`src/rtl/tra.sv`:
```
`default_nettype none
// +----------------------------------------------------------------------------+
// | tra : fixed-time traffic-light controller for one intersection approach.   |
// | Revision 1.0                                                              |
// +----------------------------------------------------------------------------+
module tra #(
  parameter int MODE     = 0,
  parameter int GREEN_T  = 20,
  parameter int YELLOW_T = 5,
  parameter int ALLRED_T = 2,
  parameter int FLASH_T  = 5,
  parameter int CW       = 8
) (
  input  logic       clk,
  input  logic       rst_n,
  output logic [1:0] car_light,
  output logic [1:0] hmn_light
);

  localparam int H = GREEN_T + YELLOW_T + ALLRED_T;
  localparam int P = 2 * H;

  localparam logic [CW:0] c_half     = (CW+1)'(H);
  localparam logic [CW:0] c_period   = (CW+1)'(P);
  localparam logic [CW:0] c_last     = (CW+1)'(P - 1);
  localparam logic [CW:0] c_green    = (CW+1)'(GREEN_T);
  localparam logic [CW:0] c_yel_end  = (CW+1)'(GREEN_T + YELLOW_T);
  localparam logic [CW:0] c_walk_end = (CW+1)'(GREEN_T - FLASH_T);

  localparam logic [1:0] c_car_red    = 2'b00;
  localparam logic [1:0] c_car_yellow = 2'b01;
  localparam logic [1:0] c_car_green  = 2'b10;
  localparam logic [1:0] c_hmn_stop   = 2'b00;
  localparam logic [1:0] c_hmn_flash  = 2'b01;
  localparam logic [1:0] c_hmn_walk   = 2'b10;

  // The out-of-phase instance begins its half-period in red.
  localparam logic [1:0] c_car_rst = (MODE == 0) ? c_car_green : c_car_red;
  localparam logic [1:0] c_hmn_rst = (MODE == 0) ? c_hmn_walk  : c_hmn_stop;

  if (GREEN_T < 1 || YELLOW_T < 1 || ALLRED_T < 1) begin : g_bad_durations
    $error("tra: GREEN_T, YELLOW_T and ALLRED_T must all be at least 1");
  end
  if (FLASH_T < 0 || FLASH_T >= GREEN_T) begin : g_bad_flash
    $error("tra: FLASH_T must lie in 0..GREEN_T-1");
  end
  if (P > (1 << CW)) begin : g_bad_width
    $error("tra: full period does not fit in CW bits");
  end

  logic [CW-1:0] cycle;
  logic [CW-1:0] cycle_d;
  logic [CW:0]   w_next_ext;
  logic [CW:0]   w_sum;
  logic [CW:0]   w_phase;
  logic [1:0]    car_d;
  logic [1:0]    hmn_d;

  // Outputs decode the value cycle is about to take, so they never lag it.
  always_comb begin
    cycle_d    = '0;
    w_next_ext = '0;
    w_sum      = '0;
    w_phase    = '0;
    car_d      = c_car_red;
    hmn_d      = c_hmn_stop;

    if ({1'b0, cycle} < c_last) begin
      cycle_d = cycle + 1'b1;
    end

    w_next_ext = {1'b0, cycle_d};
    w_sum      = w_next_ext + c_half;
    if (MODE != 0) begin
      w_phase = (w_sum >= c_period) ? (w_sum - c_period) : w_sum;
    end else begin
      w_phase = w_next_ext;
    end

    if (w_phase < c_green) begin
      car_d = c_car_green;
    end else if (w_phase < c_yel_end) begin
      car_d = c_car_yellow;
    end

    if (w_phase < c_walk_end) begin
      hmn_d = c_hmn_walk;
    end else if (w_phase < c_green) begin
      hmn_d = c_hmn_flash;
    end
  end

  always_ff @(posedge clk) begin
    if (rst_n) begin
      cycle     <= '0;
      car_light <= c_car_rst;
      hmn_light <= c_hmn_rst;
    end else begin
      cycle     <= cycle_d;
      car_light <= car_d;
      hmn_light <= hmn_d;
    end
  end

endmodule
`default_nettype wire

```
`config.mk`:
```
export PLATFORM = sky130hd
export DESIGN_NAME = tra
export DESIGN_NICKNAME = d
export VERILOG_FILES = /design/src/rtl/tra.sv
export SDC_FILE = /design/constraint.sdc
export NUM_CORES = 1
export LEC_CHECK = 0
export BUFFER_PORTS_ARGS = -buffer_cell sky130_fd_sc_hd__buf_2
export CAP_MARGIN = 20
export CORE_AREA = 3 3 40 42
export DETAILED_ROUTE_END_ITERATION = 8
export DIE_AREA = 0 0 43 45
export PLACE_DENSITY = 0.58
export SETUP_SLACK_MARGIN = 0.5
export SLEW_MARGIN = 40
export SYNTH_ARGS = -nofsm -noshare
export SYNTH_HDL_FRONTEND = slang
export SYNTH_SLANG_ARGS = --single-unit
```
`constraint.sdc`:
```
create_clock -name clk -period 2.7 [get_ports clk]
set_clock_uncertainty 0.1 [all_clocks]
set_input_delay 0.27 -clock clk [delete_from_list [all_inputs] [get_ports clk]]
set_output_delay 0.27 -clock clk [all_outputs]
set_load 0.005 [all_outputs]
```
==> flow_summary_export.csv <==
group,metric,value,unit
clock_tree,clock_latency,270,ps
critical_path,worst_setup_path_end_kind,"flop",
floorplanning,fp-row-count,13,
place,gp_congestion,0.701,
hold_path,hold_class,"input port to flop",
synthesis,syn_inst,56,
synthesis,synth-seq-area-share,0.457,
synthesis,yosys.area_share.adder,0.0476,
global_routing,antenna_found_initial,0,
synthesis,ys_ff_latch,12,
sta,drv_slew,0,
critical_path,worstPathMaxFanout,5,
sta,fin_tns_setup,0,ps
sta,fmax,0.652,GHz
synthesis,synth_compound_area_frac,0.210,
final_layout,layout-drive-gt1-share,0.250,
synthesis,synth_edf_count,0,
sta,timing.hold.ws,294,ps
power,power_leakage,0.248,nW
critical_path,cp.required,2770,ps
floorplanning,io_pins,6,
drt,drt_wl_total,807,um
floorplanning,start_util,0.409,
run_status,status,"completed",
clock_tree,cts_num_sinks,12,
place,dp_hpwl,596,um
sta,setup_viol,0,
final_layout,diodes,0,
drt,ant_nets,0,
sta,post-route-min-period,1530,ps
sta,rsz0062_at_grt,"no",
global_routing,grt_pass1_vias,341,
synthesis,yosys.area_share.xor_xnor,0.0500,
drt,post_drt_wl_per_cell,10.2,um
floorplanning,fp.dieArea,1940,um2
global_routing,grtUsageTotal,0.104,
clock_tree,path_clk_slew,70,ps
synthesis,syn_area,526,um2
global_routing,grt_max_degree,11,
drt,vias_per_cell,4.96,
power,p_per_area,546,nW/um2
clock_tree,cts_setup_buffers,0,
floorplanning,fp.dieH,45,um
clock_tree,cts_tree,"yes",
global_routing,grt_pass1_wl,1420,um
synthesis,ys_types,29,
synthesis,synth_top_family_by_area,"compound AO/OA/AOI/OAI gates",
clock_tree,cts-htree-levels,1,
clock_tree,numCtsBuffers,3,
sta,hold_violations,0,
floorplanning,core,1280,um2
final_layout,finalNetCount,69,
power,ir_drop,358,uV
drt,remaining_drc_errors,0,
critical_path,crit_type,"flop to flop",
global_routing,grt_overflow,0,
flow_run,cap_violations,0,
synthesis,synthSimpleGateAreaFrac,0.167,
floorplanning,die_x,43,um
drt,drtPass1Iterations,4,
synthesis,synth.avg_cell_area,9.38,um2
drt,vias,392,
place,io_buffers,5,
clock_tree,ctsHoldBuffers,0,
sta,min_period_over_period,0.568,
critical_path,start_kind,"flop",
drt,drt-initial-drc-count,9,
final_layout,syn2layout_area_growth,14.0,%
clock_tree,post_cts_resized,0,
synthesis,synth_mux_area_frac,0,
synthesis,async_reset_ff_frac,0,
critical_path,arrival,1610,ps
clock_tree,cts_buffer_depth,2,
synthesis,ys.warnings.count,0,
synthesis,ys.flop_type,"dfxtp_1",
clock_tree,clockRootBuffer,"clkbuf_4",
final_layout,n_fill_cell,126,
## worst max-delay path, cell delays in order, from the launching register on
cell,delay [ps]
dfxtp_1,380
inv_1,80
ha_1,300
nand2b_1,60
a211oi_1,230
a21oi_1,90
a21o_1,190
## worst paths after layout
path | startpoint | endpoint | slack (ps) | cells after the start
setup / recovery | cycle[0] | hmn_light[1] | 1170 | 6
hold / removal | rst_n | cycle[3] | 290 | 4
hold reg to reg | cycle[0] | cycle[0] | 380 | 1
setup reg to reg | cycle[0] | hmn_light[1] | 1170 | 6
## where the power goes
group | internal, mW | leakage, nW | switching (mW)
Clock | 0.0820 | 0.0210 | 0.0569
Combinational | 0.00335 | 0.129 | 0.00450
Sequential | 0.179 | 0.0976 | 0.00119
Total | 0.265 | 0.248 | 0.0626
## final cells by class
cell class | count | area, um2 | share of cell area
Clock buffer | 4 | 36.3 | 0.0605
Inverter | 6 | 22.5 | 0.0376
Timing Repair Buffer | 5 | 25.0 | 0.0418
Multi-Input combinational cell | 37 | 256 | 0.428
Sequential cell | 12 | 240 | 0.401
Tap cell | 15 | 18.8 | 0.0313
## kinds of logic (layout without fill, tap and decap cells)
| group | after synthesis | in the layout |
|---|---|---|
| AO/OA/AOI/OAI | 14 | 14 |
| XOR/XNOR | 3 | 3 |
| buffers and inverters | 8 | 15 |
| flip-flops | 12 | 12 |
| AND/OR/NAND/NOR | 16 | 16 |
| other | 1 | 2 |
| adder cells (fa/ha/maj) | 2 | 2 |
## layer usage
layer  routed length (um)  up-vias  track usage
li1                     -      207            -
met1                  379      174        0.114
met2                  363        9        0.153
met3                   55        2       0.0717
met4                    9        0       0.0542
met5                    0        -            0
## synthesized netlist by cell type (2+ instances only)
master   number  area [um2]
nand2_1       3        11.3
inv_1         4        15.0
nor2_1        6        22.5
xnor2_1       2        17.5
dfxtp_1      12         240
o21ai_0       2        10.0
a21oi_1       3        15.0
ha_1          2        25.0
inv_2         2        7.51
## state kept, by name, summed over array words and instances, names as in the netlist
register	cells
car_light	2
cycle	8
hmn_light	2
## placed cells by master (no fill, tap or decap), drive strengths merged, types with 2 or more instances in the layout
cell,n
buf,5
conb,2
nand2,3
clkbuf,4
a21oi,3
ha,2
o21ai,3
inv,6
o21bai,2
nor2,6
xnor2,2
dfxtp,12
## per-stage QoR
| step | area, um2 | setup slack (ps) | util | power (mW) | cells |
|---|---|---|---|---|---|
| after floorplan | 529 | 1290 | - | 0.190 | 57 |
| after global routing | 599 | 1060 | 0.466 | 0.347 | 79 |
| after global placement | 563 | 1170 | 0.438 | 0.192 | 75 |
| after detailed placement | 563 | 1160 | 0.438 | 0.193 | 75 |
| after CTS | 599 | 1160 | 0.466 | 0.335 | 79 |
| final | 599 | 1170 | 0.466 | 0.327 | 79 |
(Power assumes the default switching activity.)
